[config.mk]
export PLATFORM = sky130hd
export DESIGN_NAME = jt1943_romarb_flat
export DESIGN_NICKNAME = d
export VERILOG_FILES = /design/src/rtl/jt1943_romarb_if.sv /design/src/rtl/jt1943_romarb.sv /design/src/flat_wrapper.sv
export SDC_FILE = /design/constraint.sdc
export NUM_CORES = 1
export LEC_CHECK = 0
export CAP_MARGIN = 20
export CORE_MARGIN = 2
export CORE_UTILIZATION = 44
export CTS_BUF_LIST = sky130_fd_sc_hd__clkbuf_8
export DETAILED_ROUTE_END_ITERATION = 12
export GPL_ROUTABILITY_DRIVEN = 0
export PLACE_DENSITY = 0.82
export RECOVER_POWER = 25
export SLEW_MARGIN = 20
export SYNTH_ARGS = -nofsm -noshare
export SYNTH_HDL_FRONTEND = slang
export SYNTH_SLANG_ARGS = --single-unit
[constraint.sdc]
create_clock -name clk -period 2.7 [get_ports clk]
set_input_delay 0.27 -clock clk [delete_from_list [all_inputs] [get_ports clk]]
set_output_delay 0.27 -clock clk [all_outputs]
set_load 0.02 [all_outputs]
[src/rtl/jt1943_romarb_if.sv]
// jt1943_romarb_if: SDRAM request/response bus between the ROM arbiter and the memory controller
interface jt1943_romarb_if #(parameter int AW = 22);
    logic          sdram_req;
    logic [AW-1:0] sdram_addr;
    logic          sdram_ack;
    logic          data_rdy;
    logic [15:0]   sdram_dout;
    modport master (output sdram_req, sdram_addr, input sdram_ack, data_rdy, sdram_dout);
    modport slave  (input sdram_req, sdram_addr, output sdram_ack, data_rdy, sdram_dout);
endinterface

[src/rtl/jt1943_romarb.sv]
// jt1943_romarb: three-way SDRAM fetch arbiter for obj/scroll/char ROMs
// JT1943_ROMARB_RR_EN selects round-robin grant; default is fixed priority obj > scr > chr
module jt1943_romarb #(
    parameter int         AW  = 22,
    parameter logic [7:0] TMO = 8'd64
) (
    input  logic            rst,
    input  logic            clk,
    input  logic            obj_req,
    input  logic            scr_req,
    input  logic            chr_req,
    input  logic [AW-1:0]   obj_addr,
    input  logic [AW-1:0]   scr_addr,
    input  logic [AW-1:0]   chr_addr,
    output logic [15:0]     obj_data,
    output logic [15:0]     scr_data,
    output logic [15:0]     chr_data,
    output logic            obj_ok,
    output logic            scr_ok,
    output logic            chr_ok,
    jt1943_romarb_if.master sdram,
    output logic            tmo_err
);
    typedef enum logic [1:0] {IDLE, ISSUE, WAIT, DONE} state_t;
    state_t             st;
    logic [2:0]         req, msk, ok;
    logic [2:0][AW-1:0] addr;
    logic [2:0][15:0]   data;
    logic [1:0]         gnt, sel;
    logic               excl;
    logic [7:0]         cnt;

    assign req  = {chr_req, scr_req, obj_req};
    assign addr = {chr_addr, scr_addr, obj_addr};
    assign {chr_data, scr_data, obj_data} = data;
    assign {chr_ok, scr_ok, obj_ok} = ok;
    // the requester just served sits out the first IDLE cycle after its ok
    assign msk  = req & ~({3{excl}} & (3'b1 << gnt));

`ifdef JT1943_ROMARB_RR_EN
    logic [1:0] ptr;
    function automatic logic [1:0] nxt(input logic [1:0] i);
        return i == 2'd2 ? 2'd0 : i + 2'd1;
    endfunction
    assign sel = msk[ptr] ? ptr : msk[nxt(ptr)] ? nxt(ptr) : nxt(nxt(ptr));
`else
    assign sel = msk[0] ? 2'd0 : msk[1] ? 2'd1 : 2'd2;
`endif

    always_ff @(posedge clk) begin
        if (rst) begin
            st               <= IDLE;
            sdram.sdram_req  <= 1'b0;
            sdram.sdram_addr <= '0;
            ok               <= '0;
            tmo_err          <= 1'b0;
            data             <= '0;
            gnt              <= '0;
            excl             <= 1'b0;
            cnt              <= '0;
`ifdef JT1943_ROMARB_RR_EN
            ptr              <= '0;
`endif
        end else begin
            ok <= '0;
            case (st)
                IDLE: begin
                    excl <= 1'b0;
                    if (|msk) begin
                        gnt              <= sel;
                        sdram.sdram_addr <= addr[sel];
                        sdram.sdram_req  <= 1'b1;
                        st               <= ISSUE;
`ifdef JT1943_ROMARB_RR_EN
                        ptr              <= nxt(sel);
`endif
                    end
                end
                ISSUE: if (sdram.sdram_ack) begin
                    sdram.sdram_req <= 1'b0;
                    cnt             <= '0;
                    st              <= WAIT;
                end
                WAIT: begin
                    if (sdram.data_rdy) begin
                        data[gnt] <= sdram.sdram_dout;
                        ok        <= 3'b1 << gnt;
                        st        <= DONE;
                    end else if (cnt == TMO - 8'd1) begin
                        tmo_err <= 1'b1;
                        st      <= IDLE;
                    end else
                        cnt <= cnt + 8'd1;
                end
                default: begin
                    excl <= 1'b1;
                    st   <= IDLE;
                end
            endcase
        end
    end
endmodule

[src/flat_wrapper.sv]
// flat-port wrapper written by rule: the top's interface ports become plain ports
module jt1943_romarb_flat 
#(
    parameter int         AW  = 22,
    parameter logic [7:0] TMO = 8'd64
)
  (rst, clk, obj_req, scr_req, chr_req, obj_addr, scr_addr, chr_addr, obj_data, scr_data, chr_data, obj_ok, scr_ok, chr_ok, tmo_err, sdram_sdram_req, sdram_sdram_addr, sdram_sdram_ack, sdram_data_rdy, sdram_sdram_dout);
  jt1943_romarb_if #(.AW(AW)) sdram_i ();
  input  logic rst;
  input  logic clk;
  input  logic obj_req;
  input  logic scr_req;
  input  logic chr_req;
  input  logic [AW-1:0] obj_addr;
  input  logic [AW-1:0] scr_addr;
  input  logic [AW-1:0] chr_addr;
  output logic [15:0] obj_data;
  output logic [15:0] scr_data;
  output logic [15:0] chr_data;
  output logic obj_ok;
  output logic scr_ok;
  output logic chr_ok;
  output logic tmo_err;
  output wire logic [$bits(sdram_i.sdram_req)-1:0] sdram_sdram_req;
  output wire logic [$bits(sdram_i.sdram_addr)-1:0] sdram_sdram_addr;
  input wire logic [$bits(sdram_i.sdram_ack)-1:0] sdram_sdram_ack;
  input wire logic [$bits(sdram_i.data_rdy)-1:0] sdram_data_rdy;
  input wire logic [$bits(sdram_i.sdram_dout)-1:0] sdram_sdram_dout;
  assign sdram_sdram_req = sdram_i.sdram_req;
  assign sdram_sdram_addr = sdram_i.sdram_addr;
  assign sdram_i.sdram_ack = sdram_sdram_ack;
  assign sdram_i.data_rdy = sdram_data_rdy;
  assign sdram_i.sdram_dout = sdram_sdram_dout;
  jt1943_romarb #(.AW(AW), .TMO(TMO)) u_core (.rst(rst), .clk(clk), .obj_req(obj_req), .scr_req(scr_req), .chr_req(chr_req), .obj_addr(obj_addr), .scr_addr(scr_addr), .chr_addr(chr_addr), .obj_data(obj_data), .scr_data(scr_data), .chr_data(chr_data), .obj_ok(obj_ok), .scr_ok(scr_ok), .chr_ok(chr_ok), .sdram(sdram_i), .tmo_err(tmo_err));
endmodule
==> metrics.yaml <==
status: "completed"
skew_ns: 0.0154
diodes: 0
synth_area_um2: 3830
hold_buffers: 0
cp_max_fo: 8
drive_gt1_share_pct: 4.49
synth_edf_count: 0
rsz0062_at_grt: "false"
drc: 0
startpoint_type: "flip-flop"
slew_headroom_pct: 55.7
fp.dieH_um: 97.3
fin_ws_ns: 0.513
drtAntennaViolNets: 0
grt.overflow.total: 0
start_util_pct: 44.6
maxCapViolations: 0
final_net_count: 713
synthCells: 468
crit_type: "reg -> reg"
r2r_end: "u_core.cnt[6]"
syn_nets: 562
vias: 3813
ys_async_sr_fraction_pct: 0
fin_util_pct: 67.2
peakVddDrop_v: 0.000426
max_freq_ghz: 0.457
endpoint: "u_core.cnt[6]"
die_area_um2: 9470
power_frac_comb_pct: 37.2
yosysMostFrequentCell: "nand2_1"
cts_buffers: 9
power_switching_mw: 1.51
clockRootBuffer: "clkbuf_8"
min_period_over_period_pct: 81.0
post-cts-setup-buffers: 0
p_clk_share_pct: 25.4
cp_cell_sequence: "inv_1 -> ha_1 -> nor2b_1 -> o41ai_4 -> a2111oi_0 -> xnor2_1 -> nor2_1"
first_pass_iters: 4
yosys.area.top_type: "dfxtp_1"
clock_sinks: 88
die_w_um: 97.3
synthTopCellsByArea: "dfxtp_1, nand2_1, a21oi_1, mux2i_1, a211o_1"
tightest_slew_ns: 0.664
r2r_start: "u_core.st[0]"
finalNonFillerCells: 732
r2r_cells: 7
placed_cells: 716
p_leak_nw: 2.19
detail_route.vias_per_cell: 5.21
antenna_found_initial: 0
hp-class: "in -> reg"
cts_resized: 0
filler_cell_count: 715
path_depth: 7
period_needed_ns: 2.19
yosysSeqAreaShare_pct: 46.0
drt-wirelength-per-cell_um: 15.5
crit_required_ns: 2.92
switching_share_pct: 34.6
grt_use_total_pct: 24.5
critPathBufInv: 1
cpMaxStageDelayCell: "a2111oi_0"
synth_commonest_cells: "nand2_1, dfxtp_1, a21oi_1, nor2_1, mux2i_1"
arrival_ns: 2.40
r2r_slack_ns: 0.51
hpwl_mm: 8.23
hold_viol: 0
h-tree-depth: 3
cp-end-kind: "flip-flop"
powerDensity_nw_per_um2: 756
clk_pin_slew_worst_paths_ns: 0.09
setup_violations: 0
crit_start: "u_core.st[0]"
ys_ff_latch: 88
ys.flop_type: "dfxtp_1"
tns_ns: 0
core-area_um2: 8590
synth.avg_cell_area_um2: 8.19
drtIter0Drc: 125
cts_tree: "done"
io_pins: 164
insertion_delay_ns: 0.36
synth_top_cell_area_share_pct: 46.0
sequentialPowerShare_pct: 37.4
grt_start_max_net_pins: 57
cpLargestDelayFamily: "compound AO/OA/AOI/OAI gates"
ys_types: 35
areaGrowthSynthToFinish_pct: 50.8
critPathMaxStageDelay_ns: 0.60
grt_pass1_wl_mm: 19.0
p_int_mw: 2.86
wirelength_mm: 11.3
clockBufferDepth: 2
num_rows: 34
slew_violations: 0
yosys_warnings: 0
grt_pass1_vias: 3855
place_ws_ns: 0.212
io_buffers: 163
-- power groups by stage --
stage / clock network (mW) / logic [mW] / registers (mW)
after global routing: 1.19 / 1.76 / 1.67
after detailed placement: 0 / 1.65 / 1.66
after floorplan: 0 / 0.889 / 1.82
final: 1.11 / 1.63 / 1.63
after CTS: 1.14 / 1.66 / 1.64
after global placement: 0 / 1.60 / 1.65
-- metal layers --
layer  global-route usage, %  vias to the layer above  wire, µm
met5                       0                        -         0
met4                    9.72                        0       282
met3                    8.49                       20       875
met2                    42.3                      116      5620
met1                    27.7                     1781      4530
li1                        -                     1896         -
-- area by class of cell --
cell class                      instances  area (µm²)  share of cell area (%)
Multi-Input combinational cell        346        1920                    33.2
Inverter                                5        18.8                   0.325
Timing Repair Buffer                  169        1700                    29.4
Clock inverter                          7         125                    2.17
Clock buffer                            9         124                    2.14
Sequential cell                        88        1760                    30.5
Tap cell                              108         135                    2.34
-- how the worst min path moves through the flow --
stage	slack, ns	end	cells after the start	startpoint
floorplan	0.41	u_core.chr_data[0]	2	sdram_sdram_dout[0]
global placement	0.44	u_core.sdram.sdram_addr[6]	2	u_core.sdram.sdram_addr[6]
detailed placement	0.44	u_core.sdram.sdram_addr[20]	2	u_core.sdram.sdram_addr[20]
CTS	0.37	u_core.excl	2	rst
global route	0.40	u_core.excl	2	rst
finish	0.39	u_core.excl	2	rst
-- cells in the final DEF, fill, tap and decap left out, drive strengths merged, types with 2 or more instances in the layout --
cell type / count
nand2: 128
clkdlybuf4s50: 124
dfxtp: 88
a21oi: 79
nor2: 43
dlygate4sd3: 38
mux2i: 24
a211o: 23
clkbuf: 9
xnor2: 7
inv: 7
buf: 7
ha: 5
nand2b: 3
nand3: 3
a2111oi: 3
nand4: 3
and2: 3
bufinv: 3
nor3: 3
o21bai: 2
a22oi: 2
clkinvlp: 2
a211oi: 2
-- worst register-to-register path, cell delays in order (launching register included) --
cell and delay, ns:
dfxtp_1 0.36, inv_1 0.12, ha_1 0.24, nor2b_1 0.30
o41ai_4 0.19, a2111oi_0 0.60, xnor2_1 0.20, nor2_1 0.05
-- logic make-up (layout without fill, tap and decap cells) --
logic type | count (synthesis) | after routing | synth area share [%]
buffers and inverters | 34 | 190 | 4.51
adders and majority gates | 5 | 5 | 1.63
DFF | 88 | 88 | 46.0
xor gates and xnor gates | 7 | 7 | 1.60
and+or+nand+nor | 193 | 193 | 20.4
AOI/OAI and AO/OA | 117 | 117 | 19.6
muxes | 24 | 24 | 6.27
-- per-stage QoR --
stage | power, mW | instance area (µm²) | hold WS [ns]
3_3_place_gp | 3.26 | 5530 | 0.437
6_report | 4.37 | 5780 | 0.385
4_1_cts | 4.43 | 5780 | 0.373
5_1_grt | 4.62 | 5780 | 0.399
3_5_place_dp | 3.32 | 5530 | 0.444
2_1_floorplan | 2.71 | 3830 | 0.406
-- registers in the layout (all words and copies together) (netlist names) --
register / cells
u_core.tmo_err: 1
u_core.obj_data: 16
u_core.excl: 1
u_core.gnt: 2
u_core.sdram.sdram_addr: 22
u_core.chr_data: 16
u_core.scr_data: 16
u_core.sdram.sdram_req: 1
u_core.st: 2
u_core.cnt: 8
u_core.ok: 3
No activity file was read; power rests on OpenSTA's default activity.
